<file path="src/rtl/turbo_check_pkg.sv">
`default_nettype none
// ============================================================================
// Module   : turbo_check_pkg
// Brief    : Shared types and helpers for the turbo frame error counter.
// Revision : 1.0 - initial release
// ============================================================================
package turbo_check_pkg;

    typedef enum logic [0:0] {
        ST_IDLE = 1'b0,
        ST_RUN  = 1'b1
    } chk_state_t;

    // Saturating add of two counters of the given width (1..64), passed
    // zero-extended to 64 bits; the result never wraps past 2^width-1.
    function automatic logic [63:0] sat_add(
        input logic [63:0] a,
        input logic [63:0] b,
        input int          width
    );
        logic [64:0] sum;
        logic [64:0] lim;
        sum = {1'b0, a} + {1'b0, b};
        lim = (65'd1 << width) - 65'd1;
        return (sum > lim) ? lim[63:0] : sum[63:0];
    endfunction

endpackage
`default_nettype wire

</file>
<file path="src/rtl/ref_frame_pingpong.sv">
`default_nettype none
// ============================================================================
// Module   : ref_frame_pingpong
// Brief    : Two-slot reference frame store with write/read pointers.
// Revision : 1.0 - initial release
// ============================================================================
module ref_frame_pingpong #(
    parameter int N        = 8,
    localparam int IDX_BITS = (N > 1) ? $clog2(N) : 1
) (
    input  logic                clk,
    input  logic                reset_n,
    input  logic                clear,
    input  logic                load,
    input  logic                ref_x [N],
    input  logic                rel,
    input  logic [IDX_BITS-1:0] rd_idx,
    output logic                ref_ready,
    output logic                ref_avail,
    output logic                rd_bit
);

    typedef logic [N-1:0] ref_frame_t;

    ref_frame_t  r_slot [2];
    logic        r_wr_sel;
    logic        r_rd_sel;
    logic [1:0]  r_occ;
    ref_frame_t  w_ref_packed;
    logic        w_load;

    always_comb begin
        w_ref_packed = '0;
        for (int i = 0; i < N; i++) begin
            w_ref_packed[i] = ref_x[i];
        end
    end

    assign ref_ready = (r_occ != 2'd2);
    assign ref_avail = (r_occ != 2'd0);
    assign w_load    = load && ref_ready;
    assign rd_bit    = r_slot[r_rd_sel][rd_idx];

    always_ff @(posedge clk or negedge reset_n) begin
        if (!reset_n) begin
            r_slot[0] <= '0;
            r_slot[1] <= '0;
            r_wr_sel  <= 1'b0;
            r_rd_sel  <= 1'b0;
            r_occ     <= 2'd0;
        end else if (clear) begin
            r_wr_sel  <= 1'b0;
            r_rd_sel  <= 1'b0;
            r_occ     <= 2'd0;
        end else begin
            if (w_load) begin
                r_slot[r_wr_sel] <= w_ref_packed;
                r_wr_sel         <= ~r_wr_sel;
            end
            if (rel) begin
                r_rd_sel <= ~r_rd_sel;
            end
            // Load and release in the same cycle leave occupancy unchanged.
            r_occ <= r_occ + 2'(w_load) - 2'(rel);
        end
    end

endmodule
`default_nettype wire

</file>
<file path="src/rtl/turbo_frame_error_counter.sv">
`default_nettype none
// ============================================================================
// Module   : turbo_frame_error_counter
// Brief    : Bit-by-bit compare of decoded frames against queued references,
//            with per-frame error count and saturating BER/FER totals.
// Revision : 1.0 - initial release
// ============================================================================
module turbo_frame_error_counter
    import turbo_check_pkg::*;
#(
    parameter int  N        = 8,
    parameter int  CNT_BITS = 32,
    localparam int ERR_BITS = $clog2(N + 1)
) (
    input  logic                clk,
    input  logic                reset_n,
    input  logic                clear,
    input  logic                ref_valid,
    input  logic                ref_x [N],
    output logic                ref_ready,
    input  logic                in_valid,
    input  logic                single_x,
    output logic                frame_done,
    output logic [ERR_BITS-1:0] frame_errors,
    output logic                frame_error,
    output logic [CNT_BITS-1:0] total_frames,
    output logic [CNT_BITS-1:0] total_bit_errors,
    output logic [CNT_BITS-1:0] total_frame_errors,
    output logic                ref_overrun,
    output logic                no_ref_err
);

    localparam int IDX_BITS = (N > 1) ? $clog2(N) : 1;

    chk_state_t          r_state;
    chk_state_t          w_state_next;
    logic [IDX_BITS-1:0] r_idx;
    logic [ERR_BITS-1:0] r_err_acc;
    logic [ERR_BITS-1:0] w_err_final;
    logic                r_frame_done;
    logic [ERR_BITS-1:0] r_frame_errors;
    logic                r_frame_error;
    logic [CNT_BITS-1:0] r_total_frames;
    logic [CNT_BITS-1:0] r_total_bit_errors;
    logic [CNT_BITS-1:0] r_total_frame_errors;
    logic                r_ref_overrun;
    logic                r_no_ref_err;

    logic                w_ref_ready;
    logic                w_ref_avail;
    logic                w_ref_bit;
    logic                w_accept;
    logic                w_last;
    logic                w_complete;
    logic                w_bit_err;

    ref_frame_pingpong #(
        .N (N)
    ) u_store (
        .clk       (clk),
        .reset_n   (reset_n),
        .clear     (clear),
        .load      (ref_valid),
        .ref_x     (ref_x),
        .rel       (w_complete),
        .rd_idx    (r_idx),
        .ref_ready (w_ref_ready),
        .ref_avail (w_ref_avail),
        .rd_bit    (w_ref_bit)
    );

    assign w_accept    = in_valid && w_ref_avail && !clear;
    assign w_last      = (r_idx == IDX_BITS'(N - 1));
    assign w_complete  = w_accept && w_last;
    assign w_bit_err   = single_x ^ w_ref_bit;
    assign w_err_final = r_err_acc + ERR_BITS'(w_bit_err);

    always_comb begin
        w_state_next = r_state;
        if (clear) begin
            w_state_next = ST_IDLE;
        end else begin
            case (r_state)
                ST_IDLE: if (w_accept && !w_last) w_state_next = ST_RUN;
                ST_RUN:  if (w_complete)          w_state_next = ST_IDLE;
                default:                          w_state_next = ST_IDLE;
            endcase
        end
    end

    always_ff @(posedge clk or negedge reset_n) begin
        if (!reset_n) begin
            r_state <= ST_IDLE;
        end else begin
            r_state <= w_state_next;
        end
    end

    always_ff @(posedge clk or negedge reset_n) begin
        if (!reset_n) begin
            r_idx                <= '0;
            r_err_acc            <= '0;
            r_frame_done         <= 1'b0;
            r_frame_errors       <= '0;
            r_frame_error        <= 1'b0;
            r_total_frames       <= '0;
            r_total_bit_errors   <= '0;
            r_total_frame_errors <= '0;
            r_ref_overrun        <= 1'b0;
            r_no_ref_err         <= 1'b0;
        end else if (clear) begin
            r_idx                <= '0;
            r_err_acc            <= '0;
            r_frame_done         <= 1'b0;
            r_frame_errors       <= '0;
            r_frame_error        <= 1'b0;
            r_total_frames       <= '0;
            r_total_bit_errors   <= '0;
            r_total_frame_errors <= '0;
            r_ref_overrun        <= 1'b0;
            r_no_ref_err         <= 1'b0;
        end else begin
            r_frame_done <= w_complete;
            if (w_accept) begin
                if (w_last) begin
                    r_idx                <= '0;
                    r_err_acc            <= '0;
                    r_frame_errors       <= w_err_final;
                    r_frame_error        <= |w_err_final;
                    r_total_frames       <= CNT_BITS'(sat_add(64'(r_total_frames), 64'd1, CNT_BITS));
                    r_total_bit_errors   <= CNT_BITS'(sat_add(64'(r_total_bit_errors),
                                                              64'(w_err_final), CNT_BITS));
                    r_total_frame_errors <= CNT_BITS'(sat_add(64'(r_total_frame_errors),
                                                              64'(|w_err_final), CNT_BITS));
                end else begin
                    r_idx     <= r_idx + IDX_BITS'(1);
                    r_err_acc <= w_err_final;
                end
            end
            // A full store drops the offered frame; an empty store drops the bit.
            if (ref_valid && !w_ref_ready) begin
                r_ref_overrun <= 1'b1;
            end
            if (in_valid && !w_ref_avail) begin
                r_no_ref_err <= 1'b1;
            end
        end
    end

    assign ref_ready          = w_ref_ready;
    assign frame_done         = r_frame_done;
    assign frame_errors       = r_frame_errors;
    assign frame_error        = r_frame_error;
    assign total_frames       = r_total_frames;
    assign total_bit_errors   = r_total_bit_errors;
    assign total_frame_errors = r_total_frame_errors;
    assign ref_overrun        = r_ref_overrun;
    assign no_ref_err         = r_no_ref_err;

endmodule
`default_nettype wire

</file>
<file path="config.mk">
export PLATFORM = sky130hd
export DESIGN_NAME = turbo_frame_error_counter
export DESIGN_NICKNAME = d
export VERILOG_FILES = /design/src/rtl/turbo_check_pkg.sv /design/src/rtl/ref_frame_pingpong.sv /design/src/rtl/turbo_frame_error_counter.sv
export SDC_FILE = /design/constraint.sdc
export NUM_CORES = 1
export LEC_CHECK = 0
export CORE_ASPECT_RATIO = 1.4
export CORE_MARGIN = 4
export CORE_UTILIZATION = 35
export CTS_CLUSTER_DIAMETER = 150
export DETAILED_ROUTE_END_ITERATION = 6
export GPL_TIMING_DRIVEN = 1
export SYNTH_ARGS = -nofsm -noshare
export SYNTH_HDL_FRONTEND = slang
export SYNTH_HIERARCHICAL = 1
export SYNTH_SLANG_ARGS = --single-unit
</file>
<file path="constraint.sdc">
create_clock -name clk -period 5.81 [get_ports clk]
set_clock_uncertainty 0.2 [all_clocks]
set_input_delay 0.8715 -clock clk [delete_from_list [all_inputs] [get_ports clk]]
set_output_delay 0.8715 -clock clk [all_outputs]
set_load 0.03 [all_outputs]
</file>
==> reports/results.ini <==
[timing]
max_freq_ghz=0.199
hold_violations=0
slew_headroom_pct=46.1
max_slew.worst_pin.slew_ps=808
setup_total_negative_slack_ps=0
finalSetupViolCount=0
maxSlewViolCount=0
layout_setup_ws_ps=777
period_needed_ps=5030
layout_worst_path_cycle_share_pct=86.6
rsz0062_at_grt=no

[floorplanning]
die_h_um=183
std_cell_rows=63
ios=119
core_area_mm2=0.0213
floorplan.initialDensity_pct=35.8
die_area_mm2=0.0242
die_w_um=133

[synth]
async_reset_ff_share_pct=100
yosysWarnings=6
syn_area_per_cell_um2=9.08
mappedNetlistArea_mm2=0.00762
synth.ff_latch_count=131
post-synth-top-area-fraction_pct=43.0
yosysSeqAreaShare_pct=43.0
synth_top_flop_cell=dfrtp_1
distinct_cell_type_count_of_the_synthesized_netlist=73
synthesis.nets=869
largest_cells_by_area_after_synthesis=dfrtp_1 43%, a21oi_1 5.3%, o21ai_0 4.1%, nor2_1 3.8%, nand2_1 3.4%
synth_edf_count=0
synth.largest_area_cell=dfrtp_1
post_synth_inst_count=839

[status]
outcome=completed

[clock_tree]
tritoncts_num_sinks=131
cts.clk_slew.worst_paths_ps=70
worst_skew_pair.late_latency_ps=430
ctsResizeCount=0
cts_inserted_buffers=17
cts.root.buffer_cell=clkbuf_16
bufs_on_longest_clock_path=2
htree_num_levels=4
cts_tree=done
post_cts.repair.setup_buffers=0
cts.hold.buffers_added=0

[global_route]
number_of_antenna_violations_at_the_first_check_in_global_routing=0
grt_start_max_net_pins=87
grt_first_pass_wirelength_mm=37.1
grt-busiest-layer=met2
groute.layer.met3.usage_pct=4.30
number_of_global_route_vias_before_repair=6886
met2_usage_pct=33.4
global_route.usage.met1_pct=22.8
groute.usage.overall_pct=19.0
globalRouteOverflowTotal=0

[critical_path]
cp-start-kind=flop
worstPathCellList=mux4_2, mux2i_1, mux2i_1, xor2_1, ha_1, ha_1, xor2_1, ha_1, a21o_1, a21oi_1, or4_1, or3_1, and3_1, a221oi_1
timing.critical_path.slowest_cell_delay_ps=720
reg2reg_slack_ps=780
arrival_time_at_the_worst_endpoint_ps=5160
crit_path_max_fanout=21
cp.buffers_inverters=0
critPathKind=reg -> reg
cp_top_family=simple AND/OR/NAND/NOR gates
end_kind=flop
crit_slowest_cell=or3_1
critical_path_required_ps=5930
critPathMostFrequentCell=ha_1

[finish]
num_antenna_cells=0
fraction_of_layout_cells_with_a_size_suffix_above_1_pct=9.13
flow.area_growth_from_synthesis_pct=25.3
design.final.nets=970
instances_no_fill=1213

[routing]
vias_per_cell=5.81
detail_route.iter0.violations=519
drt_drc_violations_left=0
drt-wirelength-per-cell_um=19.0
drt.antenna.violating_nets=0
dr_total_vias=7042
routed_wirelength_mm=23.0
pre_antenna_drt_iters=5

[power_and_ir_drop]
total_leakage_power_uw=0.00379
power_per_cell_area_mw_per_mm2=226
ir_drop_v=0.000195

[placement]
detailedPlacementHpwl_mm=15.8
placed_instance_count=1181
place.gp.congestion=0.944
placement.io_buffers=118
dpl_worst_slack_ps=779

[run]
cap_viol_max_count=0

[worst_hold_path]
worst_hold_path_type=in -> async

[layout by cell type (no fill, tap or decap), types with 5 or more instances in the layout]
cell,instances
nand2_1,68
a21oi_1,80
and4_1,11
mux2i_1,14
o31ai_1,5
nor3_1,29
xnor2_1,6
a311oi_1,17
nor4_1,10
nand3_1,42
buf_4,8
mux2_2,17
a211o_1,5
ha_1,15
nor2_1,77
inv_1,22
a211oi_1,16
clkbuf_16,17
and2_1,16
xor2_1,5
clkinv_4,5
nand4_1,21
a31oi_1,14
clkdlybuf4s50_1,116
and3_1,32
o21ai_0,63
dfrtp_1,131
a41oi_1,6
[per-layer routing]
| metal | vias up | share of wire, % |
|---|---|---|
| met5 | - | 0 |
| met4 | 0 | 1.8 |
| met3 | 34 | 5.0 |
| met2 | 196 | 52 |
| met1 | 3461 | 41 |
| li1 | 3351 | - |
[stage by stage]
stage | power, uW | instance area (um2) | util (%) | hold slack, ps
6_report | 2160 | 9550 | 44.9 | 296
3_3_place_gp | 1140 | 8980 | 42.2 | 283
4_1_cts | 2180 | 9550 | 44.9 | 305
5_1_grt | 2240 | 9550 | 44.9 | 324
2_1_floorplan | 1080 | 7620 | - | 274
3_5_place_dp | 1150 | 8980 | 42.2 | 291
[worst paths after layout]
check / from / cells past startpoint / endpoint
setup reg to reg: u_store/r_rd_sel / 14 / total_bit_errors[17]
hold reg to reg: u_store/r_slot[13] / 1 / u_store/r_slot[13]
hold / removal: reset_n / 1 / total_frames[4]
max in group asynchronous: reset_n / 2 / total_frame_errors[22]
min in group clk: u_store/r_slot[13] / 1 / u_store/r_slot[13]
setup / recovery: u_store/r_rd_sel / 14 / total_bit_errors[17]
[sequential cells by signal, indices dropped and copies added (netlist names)]
register and count:
u_store/r_occ 2, total_frame_errors 32, r_err_acc 4, frame_error 1, r_idx 3, u_store/r_wr_sel 1
ref_overrun 1, u_store/r_slot 16, u_store/r_rd_sel 1, total_frames 32, frame_done 1, frame_errors 4
total_bit_errors 32, no_ref_err 1
[Yosys cell counts, drive strengths merged (14+ instances only)]
master  count
dfrtp     131
a21oi      80
nor2       77
nand2      68
o21ai      63
nand3      43
and3       33
clkbuf     31
nor3       31
inv        23
nand4      22
a311oi     17
and2       17
mux2       17
a211oi     16
ha         15
a31oi      14
mux2i      14
[report_power, final]
part / switching [uW] / total (uW) / internal (uW)
logic: 79.6 / 150 / 69.9
registers: 22.9 / 974 / 951
clock network: 427 / 1040 / 610
[cell type report]
type	count	area, um2
well taps	260	325
clock buffers	20	457
multi-input cells	641	4060
clock inverters	12	109
flip-flops and latches	131	3280
fillers	2082	11700
repair buffers	126	1240
inverters	23	86.3
[cells by family (layout without fill, tap and decap cells)]
group | after synthesis | after routing | synth area share [%]
muxes | 35 | 35 | 5.53
and+or+nand+nor | 337 | 337 | 23.2
buffers and inverters | 67 | 181 | 3.81
xor gates and xnor gates | 11 | 11 | 1.26
AOI/OAI and AO/OA | 242 | 242 | 20.4
DFF | 131 | 131 | 43.0
adders and majority gates | 16 | 16 | 2.73
Power figures use the tool's default switching activity.
